==> config.mk <==
export PLATFORM = sky130hd
export DESIGN_NAME = oled_window_compositor_flat
export DESIGN_NICKNAME = d
export VERILOG_FILES = /design/src/rtl/oled_window_compositor_pkg.sv /design/src/rtl/oled_window_compositor_if.sv /design/src/rtl/oled_window_hit.sv /design/src/rtl/oled_window_compositor.sv /design/src/flat_wrapper.sv
export SDC_FILE = /design/constraint.sdc
export NUM_CORES = 1
export LEC_CHECK = 0
export CAP_MARGIN = 5
export CORE_ASPECT_RATIO = 0.6
export CORE_MARGIN = 8
export CORE_UTILIZATION = 50
export CTS_CLUSTER_SIZE = 28
export DETAILED_ROUTE_END_ITERATION = 16
export HOLD_SLACK_MARGIN = 0.1
export MAX_ROUTING_LAYER = met4
export PLACE_DENSITY = 0.81
export SYNTH_ARGS = -nofsm -noshare
export SYNTH_HDL_FRONTEND = slang
export SYNTH_SLANG_ARGS = --single-unit
==> constraint.sdc <==
create_clock -name raster_clk -period 7.3 [get_ports raster_clk]
set_input_delay 1.825 -clock raster_clk [delete_from_list [all_inputs] [get_ports raster_clk]]
set_output_delay 1.825 -clock raster_clk [all_outputs]
set_load 0.01 [all_outputs]
==> src/rtl/oled_window_compositor_pkg.sv <==
// Shared types and constants for the two-window OLED raster compositor.
package oled_window_compositor_pkg;

   localparam int unsigned COORD_W = 13;
   localparam int unsigned HIT_W   = 14;
   localparam int unsigned PIX_W   = 32;

   localparam logic [PIX_W-1:0] COLOR_BLANK = 32'h0000_0000;

   typedef enum logic [0:0] {
      WAIT_FRAME = 1'b0,
      ACTIVE     = 1'b1
   } comp_state_e;

   typedef struct packed {
      logic [1:0] hit;
      logic       de;
      logic       hs;
      logic       vs;
   } raster_flags_t;

   // The extra MSB flags a coordinate left of / above the window origin.
   function automatic logic [HIT_W-1:0] coord_diff(input logic [COORD_W-1:0] a,
                                                   input logic [COORD_W-1:0] b);
      return {1'b0, a} - {1'b0, b};
   endfunction

endpackage

==> src/rtl/oled_window_compositor_if.sv <==
// Raster-in / window-request / pixel-out bundle of the window compositor.
interface oled_window_compositor_if;
   import oled_window_compositor_pkg::*;

   logic               raster_h_synk;
   logic               raster_v_synk;
   logic               raster_de;
   logic [1:0]         win_en;
   logic [COORD_W-1:0] win0_x0;
   logic [COORD_W-1:0] win0_y0;
   logic [COORD_W-1:0] win1_x0;
   logic [COORD_W-1:0] win1_y0;
   logic [PIX_W-1:0]   bg_color;
   logic [PIX_W-1:0]   win0_d_in;
   logic [PIX_W-1:0]   win1_d_in;

   logic [1:0]         win_req;
   logic [COORD_W-1:0] win0_x;
   logic [COORD_W-1:0] win0_y;
   logic [COORD_W-1:0] win1_x;
   logic [COORD_W-1:0] win1_y;
   logic [PIX_W-1:0]   pixel_out;
   logic               de_out;
   logic               h_synk_out;
   logic               v_synk_out;
   logic               frame_start;

   modport master (
      output raster_h_synk, raster_v_synk, raster_de, win_en,
             win0_x0, win0_y0, win1_x0, win1_y0,
             bg_color, win0_d_in, win1_d_in,
      input  win_req, win0_x, win0_y, win1_x, win1_y,
             pixel_out, de_out, h_synk_out, v_synk_out, frame_start
   );

   modport slave (
      input  raster_h_synk, raster_v_synk, raster_de, win_en,
             win0_x0, win0_y0, win1_x0, win1_y0,
             bg_color, win0_d_in, win1_d_in,
      output win_req, win0_x, win0_y, win1_x, win1_y,
             pixel_out, de_out, h_synk_out, v_synk_out, frame_start
   );

endinterface

==> src/rtl/oled_window_hit.sv <==
// Per-window hit test: decides whether the raster position lies inside the window.
module oled_window_hit
   import oled_window_compositor_pkg::*;
#(
   parameter logic [COORD_W-1:0] WIN_W = 13'd512,
   parameter logic [COORD_W-1:0] WIN_H = 13'd256
) (
   input  logic               en_i,
   input  logic               de_i,
   input  logic [COORD_W-1:0] x_i,
   input  logic [COORD_W-1:0] y_i,
   input  logic [COORD_W-1:0] x0_i,
   input  logic [COORD_W-1:0] y0_i,
   output logic               hit_o,
   output logic [COORD_W-1:0] lx_o,
   output logic [COORD_W-1:0] ly_o
);

   logic [HIT_W-1:0] dx;
   logic [HIT_W-1:0] dy;

   always_comb begin
      dx    = coord_diff(x_i, x0_i);
      dy    = coord_diff(y_i, y0_i);
      hit_o = en_i & de_i
            & ~dx[HIT_W-1] & (dx < {1'b0, WIN_W})
            & ~dy[HIT_W-1] & (dy < {1'b0, WIN_H});
      lx_o  = dx[COORD_W-1:0];
      ly_o  = dy[COORD_W-1:0];
   end

endmodule

==> src/rtl/oled_window_compositor.sv <==
// Shares one parent raster between two emulated OLED windows over a background colour.
module oled_window_compositor
   import oled_window_compositor_pkg::*;
#(
   parameter logic [COORD_W-1:0] WIN_W       = 13'd512,
   parameter logic [COORD_W-1:0] WIN_H       = 13'd256,
   parameter int unsigned        WIN_LATENCY = 1,
   parameter logic [COORD_W-1:0] X_MAX       = 13'd1279,
   parameter logic [COORD_W-1:0] Y_MAX       = 13'd799
) (
   input logic                     rst,
   input logic                     raster_clk,
   oled_window_compositor_if.slave bus
);

   comp_state_e        state_q;
   logic [1:0]         sh_en_q;
   logic [COORD_W-1:0] sh_w0x0_q, sh_w0y0_q, sh_w1x0_q, sh_w1y0_q;
   logic               frame_start_q;
   logic               vs_prev_q, de_prev_q;
   logic [COORD_W-1:0] x_q, x_d, y_q, y_d;
   logic               vs_rise;

   logic               hit0, hit1;
   logic [COORD_W-1:0] lx0, ly0, lx1, ly1;
   logic [1:0]         req_d;
   logic [COORD_W-1:0] w0x_q, w0y_q, w1x_q, w1y_q;

   raster_flags_t      flags_q [WIN_LATENCY+1];
   raster_flags_t      tap;
   logic [PIX_W-1:0]   pix_q;
   logic               de_out_q, hs_out_q, vs_out_q;

   assign vs_rise = bus.raster_v_synk & ~vs_prev_q;

   // Syncs take precedence over de when both are high in one cycle.
   always_comb begin
      x_d = x_q;
      if (bus.raster_h_synk)
         x_d = '0;
      else if (bus.raster_de && (x_q != X_MAX))
         x_d = x_q + 13'd1;

      y_d = y_q;
      if (bus.raster_v_synk)
         y_d = '0;
      else if (de_prev_q && !bus.raster_de && (y_q != Y_MAX))
         y_d = y_q + 13'd1;
   end

   always_ff @(posedge raster_clk or posedge rst) begin
      if (rst) begin
         x_q       <= '0;
         y_q       <= '0;
         vs_prev_q <= 1'b0;
         de_prev_q <= 1'b0;
      end else begin
         x_q       <= x_d;
         y_q       <= y_d;
         vs_prev_q <= bus.raster_v_synk;
         de_prev_q <= bus.raster_de;
      end
   end

   // Both states reload the shadows on a v_synk rising edge; WAIT_FRAME only gates requests.
   always_ff @(posedge raster_clk or posedge rst) begin
      if (rst) begin
         state_q       <= WAIT_FRAME;
         sh_en_q       <= '0;
         sh_w0x0_q     <= '0;
         sh_w0y0_q     <= '0;
         sh_w1x0_q     <= '0;
         sh_w1y0_q     <= '0;
         frame_start_q <= 1'b0;
      end else begin
         frame_start_q <= 1'b0;
         unique case (state_q)
            WAIT_FRAME, ACTIVE: begin
               if (vs_rise) begin
                  state_q       <= ACTIVE;
                  sh_en_q       <= bus.win_en;
                  sh_w0x0_q     <= bus.win0_x0;
                  sh_w0y0_q     <= bus.win0_y0;
                  sh_w1x0_q     <= bus.win1_x0;
                  sh_w1y0_q     <= bus.win1_y0;
                  frame_start_q <= 1'b1;
               end
            end
            default: state_q <= WAIT_FRAME;
         endcase
      end
   end

   oled_window_hit #(.WIN_W(WIN_W), .WIN_H(WIN_H)) u_hit0 (
      .en_i (sh_en_q[0]),
      .de_i (bus.raster_de),
      .x_i  (x_q),
      .y_i  (y_q),
      .x0_i (sh_w0x0_q),
      .y0_i (sh_w0y0_q),
      .hit_o(hit0),
      .lx_o (lx0),
      .ly_o (ly0)
   );

   oled_window_hit #(.WIN_W(WIN_W), .WIN_H(WIN_H)) u_hit1 (
      .en_i (sh_en_q[1]),
      .de_i (bus.raster_de),
      .x_i  (x_q),
      .y_i  (y_q),
      .x0_i (sh_w1x0_q),
      .y0_i (sh_w1y0_q),
      .hit_o(hit1),
      .lx_o (lx1),
      .ly_o (ly1)
   );

   assign req_d = (state_q == ACTIVE) ? {hit1, hit0} : 2'b00;

   // flags_q[0] is the stage-1 register; the tail aligns flags with the returned pixel.
   always_ff @(posedge raster_clk or posedge rst) begin
      if (rst) begin
         w0x_q <= '0;
         w0y_q <= '0;
         w1x_q <= '0;
         w1y_q <= '0;
         for (int unsigned i = 0; i <= WIN_LATENCY; i++)
            flags_q[i] <= '0;
      end else begin
         if (req_d[0]) begin
            w0x_q <= lx0;
            w0y_q <= ly0;
         end
         if (req_d[1]) begin
            w1x_q <= lx1;
            w1y_q <= ly1;
         end
         flags_q[0] <= '{hit: req_d, de: bus.raster_de,
                         hs: bus.raster_h_synk, vs: bus.raster_v_synk};
         for (int unsigned i = 1; i <= WIN_LATENCY; i++)
            flags_q[i] <= flags_q[i-1];
      end
   end

   assign tap = flags_q[WIN_LATENCY];

   always_ff @(posedge raster_clk or posedge rst) begin
      if (rst) begin
         pix_q    <= '0;
         de_out_q <= 1'b0;
         hs_out_q <= 1'b0;
         vs_out_q <= 1'b0;
      end else begin
         de_out_q <= tap.de;
         hs_out_q <= tap.hs;
         vs_out_q <= tap.vs;
         if (!tap.de)
            pix_q <= COLOR_BLANK;
         else if (tap.hit[0])
            pix_q <= bus.win0_d_in;
         else if (tap.hit[1])
            pix_q <= bus.win1_d_in;
         else
            pix_q <= bus.bg_color;
      end
   end

   assign bus.win_req     = flags_q[0].hit;
   assign bus.win0_x      = w0x_q;
   assign bus.win0_y      = w0y_q;
   assign bus.win1_x      = w1x_q;
   assign bus.win1_y      = w1y_q;
   assign bus.pixel_out   = pix_q;
   assign bus.de_out      = de_out_q;
   assign bus.h_synk_out  = hs_out_q;
   assign bus.v_synk_out  = vs_out_q;
   assign bus.frame_start = frame_start_q;

endmodule
==> src/flat_wrapper.sv <==
// flat-port wrapper written by rule: the top's interface ports become plain ports
module oled_window_compositor_flat import oled_window_compositor_pkg::*;
#(
   parameter logic [COORD_W-1:0] WIN_W       = 13'd512,
   parameter logic [COORD_W-1:0] WIN_H       = 13'd256,
   parameter int unsigned        WIN_LATENCY = 1,
   parameter logic [COORD_W-1:0] X_MAX       = 13'd1279,
   parameter logic [COORD_W-1:0] Y_MAX       = 13'd799
)
  (rst, raster_clk, bus_raster_h_synk, bus_raster_v_synk, bus_raster_de, bus_win_en, bus_win0_x0, bus_win0_y0, bus_win1_x0, bus_win1_y0, bus_bg_color, bus_win0_d_in, bus_win1_d_in, bus_win_req, bus_win0_x, bus_win0_y, bus_win1_x, bus_win1_y, bus_pixel_out, bus_de_out, bus_h_synk_out, bus_v_synk_out, bus_frame_start);
  oled_window_compositor_if bus_i ();
  input logic rst;
  input logic raster_clk;
  input wire logic [$bits(bus_i.raster_h_synk)-1:0] bus_raster_h_synk;
  input wire logic [$bits(bus_i.raster_v_synk)-1:0] bus_raster_v_synk;
  input wire logic [$bits(bus_i.raster_de)-1:0] bus_raster_de;
  input wire logic [$bits(bus_i.win_en)-1:0] bus_win_en;
  input wire logic [$bits(bus_i.win0_x0)-1:0] bus_win0_x0;
  input wire logic [$bits(bus_i.win0_y0)-1:0] bus_win0_y0;
  input wire logic [$bits(bus_i.win1_x0)-1:0] bus_win1_x0;
  input wire logic [$bits(bus_i.win1_y0)-1:0] bus_win1_y0;
  input wire logic [$bits(bus_i.bg_color)-1:0] bus_bg_color;
  input wire logic [$bits(bus_i.win0_d_in)-1:0] bus_win0_d_in;
  input wire logic [$bits(bus_i.win1_d_in)-1:0] bus_win1_d_in;
  output wire logic [$bits(bus_i.win_req)-1:0] bus_win_req;
  output wire logic [$bits(bus_i.win0_x)-1:0] bus_win0_x;
  output wire logic [$bits(bus_i.win0_y)-1:0] bus_win0_y;
  output wire logic [$bits(bus_i.win1_x)-1:0] bus_win1_x;
  output wire logic [$bits(bus_i.win1_y)-1:0] bus_win1_y;
  output wire logic [$bits(bus_i.pixel_out)-1:0] bus_pixel_out;
  output wire logic [$bits(bus_i.de_out)-1:0] bus_de_out;
  output wire logic [$bits(bus_i.h_synk_out)-1:0] bus_h_synk_out;
  output wire logic [$bits(bus_i.v_synk_out)-1:0] bus_v_synk_out;
  output wire logic [$bits(bus_i.frame_start)-1:0] bus_frame_start;
  assign bus_i.raster_h_synk = bus_raster_h_synk;
  assign bus_i.raster_v_synk = bus_raster_v_synk;
  assign bus_i.raster_de = bus_raster_de;
  assign bus_i.win_en = bus_win_en;
  assign bus_i.win0_x0 = bus_win0_x0;
  assign bus_i.win0_y0 = bus_win0_y0;
  assign bus_i.win1_x0 = bus_win1_x0;
  assign bus_i.win1_y0 = bus_win1_y0;
  assign bus_i.bg_color = bus_bg_color;
  assign bus_i.win0_d_in = bus_win0_d_in;
  assign bus_i.win1_d_in = bus_win1_d_in;
  assign bus_win_req = bus_i.win_req;
  assign bus_win0_x = bus_i.win0_x;
  assign bus_win0_y = bus_i.win0_y;
  assign bus_win1_x = bus_i.win1_x;
  assign bus_win1_y = bus_i.win1_y;
  assign bus_pixel_out = bus_i.pixel_out;
  assign bus_de_out = bus_i.de_out;
  assign bus_h_synk_out = bus_i.h_synk_out;
  assign bus_v_synk_out = bus_i.v_synk_out;
  assign bus_frame_start = bus_i.frame_start;
  oled_window_compositor #(.WIN_W(WIN_W), .WIN_H(WIN_H), .WIN_LATENCY(WIN_LATENCY), .X_MAX(X_MAX), .Y_MAX(Y_MAX)) u_core (.rst(rst), .raster_clk(raster_clk), .bus(bus_i));
endmodule
==> summary.md <==
| Metric | Value |
|---|---|
| CP most frequent cell | `nand4_1` |
| Finished Cell Area | `0.0128 mm^2` |
| Root Buffer | `clkbuf_16` |
| Endpoints failing setup | `0` |
| Worst slew pin tran | `slightly above 1000 ps` |
| Pwr per Cell Area | `around 190 mW/mm^2` |
| Distinct cells, synth | `between 50 and 60` |
| # hold bufs at CTS | `0` |
| Die X | `a little under 200 um` |
| Detail Route Antenna Nets | `0` |
| Hold Vio Cnt, Final | `0` |
| Slowest CP cell | `nor3_4` |
| Max IR drop VDD | `192 uV` |
| DP Wirelength | `roughly 20000 um` |
| RePlAce Congestion | `roughly 0.92` |
| Vert. Die Dim | `123 um` |
| Critical Path AT | `about 4700 ps` |
| Vias/cell | `5.27` |
| Final core utilization | `0.678` |
| Layout area overhead | `33.6%` |
| Largest cells by area after synthesis | `dfrtp_1 (47%), ha_1 (7.0%), o21ai_0 (5.8%)` |
| Syn avg cell area | `roughly 9.7 um^2` |
| Worst Hold Class | `register to register` |
| Largest net degree at the start of global routing | `83` |
| Buffer count from post-CTS setup fixing | `0` |
| Leakage Power | `5.75 nW` |
| Routed wire length | `25800 um` |
| CP required | `approximately 7600 ps` |
| Core area | `0.0189 mm^2` |
| Reg2Reg Depth | `11` |
| TritonCTS buffer count | `17` |
| Main synth FF type | `dfrtp_1` |
| Vias in the first global route | `between 7000 and 8000` |
| Setup slack at placement | `2470 ps` |
| DRC Markers | `0` |
| Initial DRC count | `630` |
| Mapped Area | `0.00961 mm^2` |
| Hold Path End | `u_core.bus.h_synk_out$_DFF_PP0_` |
| Post-CTS sizing | `0` |
| Number of cells on the critical path | `9` |
| Reg2reg end | `u_core.bus.win1_x[6]$_DFFE_PP0P_` |
| Status | `finished, final reports clean` |
| CTS tree | `done` |
| Worst Path Buf+Inv | `2` |
| GRT Total Usage | `0.220` |
| Hold WS | `350 ps` |
| CP peak stage delay | `around 590 ps` |
| Yosys top cell by area | `dfrtp_1` |
| Initial antenna violation count | `0` |
| Worst r2r src | `u_core.x_q[1]$_DFFE_PP0P_` |
| Async set-reset flop share out of synthesis | `1.00` |
| Worst skew pair latency | `around 430 ps` |
| First-pass GRT wire length | `slightly above 40000 um` |
| Die footprint | `between 0.02 and 0.025 mm^2` |
| Final nets | `1439` |
| Slew HR | `0.323` |
| Setup CP Type | `input port to register` |
| Setup ws final | `2940 ps` |
| Share of cells above drive strength 1 | `0.0581` |
| I/O pin count | `around 250` |
| FMAX | `~0.23 GHz` |
| Sequential-to-total area share from yosys stat | `0.466` |
| Port Buffer Count | `244` |
| Sum Neg Setup Slack | `0 ps` |
| Clk buf depth | `2` |
| Startpoint types | `input port` |
| Mapped Nets | `roughly 1200` |
| Initial Util | `0.508` |
| Period utilisation layout | `0.597` |
| Reg clk slew, reported paths | `70 ps` |
| CP endpoint kind | `register` |
| Site row count | `39` |
| Crit path max-delay family | `simple AND/OR/NAND/NOR gates` |
| H-tree depth | `4` |
| Worst Skew | `between 15 and 20 ps` |
| Crit Path Max Fanout | `14` |
| Hold Path Origin | `u_core.flags_q[1]$_DFF_PP0_` |
| Final Max Slew Viols | `0` |
| Worst path cell trace | `clkdlybuf4s50_1 -> o2111ai_1 -> nor4_1 -> nand4_1 -> a211oi_1 -> nand4_1 -> nor3_4 -> buf_4 -> mux2_1` |
| Synth Register Bits | `approximately 180` |
| Yosys top cell area share | `0.466` |
| Clk sinks | `179` |
| Synth Warn # | `0` |
| Via Count | `approximately 8000` |
| WHS Path Cells | `0` |
| RSZ-0062 raised after global routing | `no` |
| Area of placed instances | `roughly 0.012 mm^2` |
| Antenna fix cells | `0` |
| R2R Setup Slk | `around 3500 ps` |
| Grt ovf | `0` |
| Drt first pass iters | `5` |
| Mapped Cells | `between 900 and 1000` |
| Routed WL per cell | `between 15 and 20 um` |
| Min cycle time layout | `4360 ps` |
| Max_cap viols | `0` |
| Number of synthesized flops with an enable pin | `0` |
logic make-up (layout without fill, tap and decap cells):
logic type | count (synthesis) | count (layout) | synth area share
buffers and inverters | 116 | 362 | 0.0479
adder cells (fa/ha/maj) | 58 | 58 | 0.0786
XOR/XNOR | 42 | 42 | 0.0383
multiplexers | 77 | 77 | 0.0840
flip-flops | 179 | 179 | 0.466
AO/OA/AOI/OAI | 201 | 201 | 0.123
AND/OR/NAND/NOR | 320 | 320 | 0.162
state kept, by name (all words and copies together), names as in the netlist, 6 cells and up:
name / count
u_core.bus.win0_y: 13
u_core.sh_w0x0_q: 13
u_core.sh_w1x0_q: 13
u_core.bus.win1_y: 13
u_core.bus.win1_x: 13
u_core.sh_w0y0_q: 13
u_core.sh_w1y0_q: 13
u_core.y_q: 13
u_core.bus.win0_x: 13
u_core.flags_q: 6
u_core.x_q: 13
u_core.bus.pixel_out: 32
synth_stat cells (8+ instances only):
cell and instances:
dfrtp_1 179, nand2_1 119, o21ai_0 111, inv_1 79
nor2_1 62, ha_1 54, mux2i_1 48, and2_1 41
a21oi_1 33, clkbuf_1 28, mux2_2 25, nor2b_1 24
xnor2_1 24, xor2_1 18, o21a_1 14, nand4_1 13
nor3_1 11, and3_1 9, or3_1 9, o2111ai_1 8
per-layer routing:
layer  part of all wire  global-route usage  vias to the layer above
li1                   -                   -                     3847
met2               0.43               0.303                      253
met3              0.061              0.0546                       23
met5                  0                   -                        -
met4             0.0086              0.0429                        0
met1               0.50               0.324                     3703
stage by stage:
step | power [mW] | cells
6_report | 2.41 | 1485
4_1_cts | 2.42 | 1485
3_3_place_gp | 1.51 | 1453
2_1_floorplan | 1.33 | 993
5_1_grt | 2.52 | 1485
3_5_place_dp | 1.51 | 1453
power breakdown:
group	total (mW)	switching (mW)	internal, mW
combinational	0.436	0.217	0.219
sequential	1.07	0.0225	1.04
clock	0.904	0.421	0.483
placed cells by master (no fill, tap or decap), types with 17 or more instances in the layout:
master           instances
nand2_1                119
nor2b_1                 23
dfrtp_1                178
nor2_1                  62
clkbuf_16               17
mux2_2                  25
clkdlybuf4s50_1        244
a21oi_1                 33
ha_1                    54
o21ai_0                111
inv_1                   78
mux2i_1                 48
xnor2_1                 24
and2_1                  41
xor2_1                  18
worst reg2reg max path: stages (launching register included):
cell       delay [ps]
dfrtp_1           490
inv_1             220
fa_1              500
nor2b_1           170
o2111ai_1         160
a31oi_1           270
nor2_1            150
a211oi_1          240
nand4_1           170
nor3_4            590
buf_4             340
mux2_1            350
layout make-up:
type | count | area [um^2]
Timing Repair Buffer | 251 | 2490
Tap cell | 246 | 308
Sequential cell | 179 | 4480
Fill cell | 1469 | 6100
Multi-Input combinational cell | 698 | 4680
Clock buffer | 18 | 429
Clock inverter | 14 | 143
Inverter | 79 | 302
worst max path at each step:
stage | end | slack (ps) | from
6_report | u_core.bus.win1_x[6]$_DFFE_PP0P_ | 2940 | bus_raster_de
3_5_place_dp | u_core.bus.win1_x[7]$_DFFE_PP0P_ | 2470 | bus_raster_de
2_1_floorplan | u_core.bus.de_out$_DFF_PP0_ | 620 | rst
4_1_cts | u_core.bus.win1_x[6]$_DFFE_PP0P_ | 2910 | bus_raster_de
5_1_grt | u_core.bus.win1_x[6]$_DFFE_PP0P_ | 2680 | bus_raster_de
3_3_place_gp | u_core.bus.win1_x[7]$_DFFE_PP0P_ | 2540 | bus_raster_de
Power figures use the tool's default switching activity.
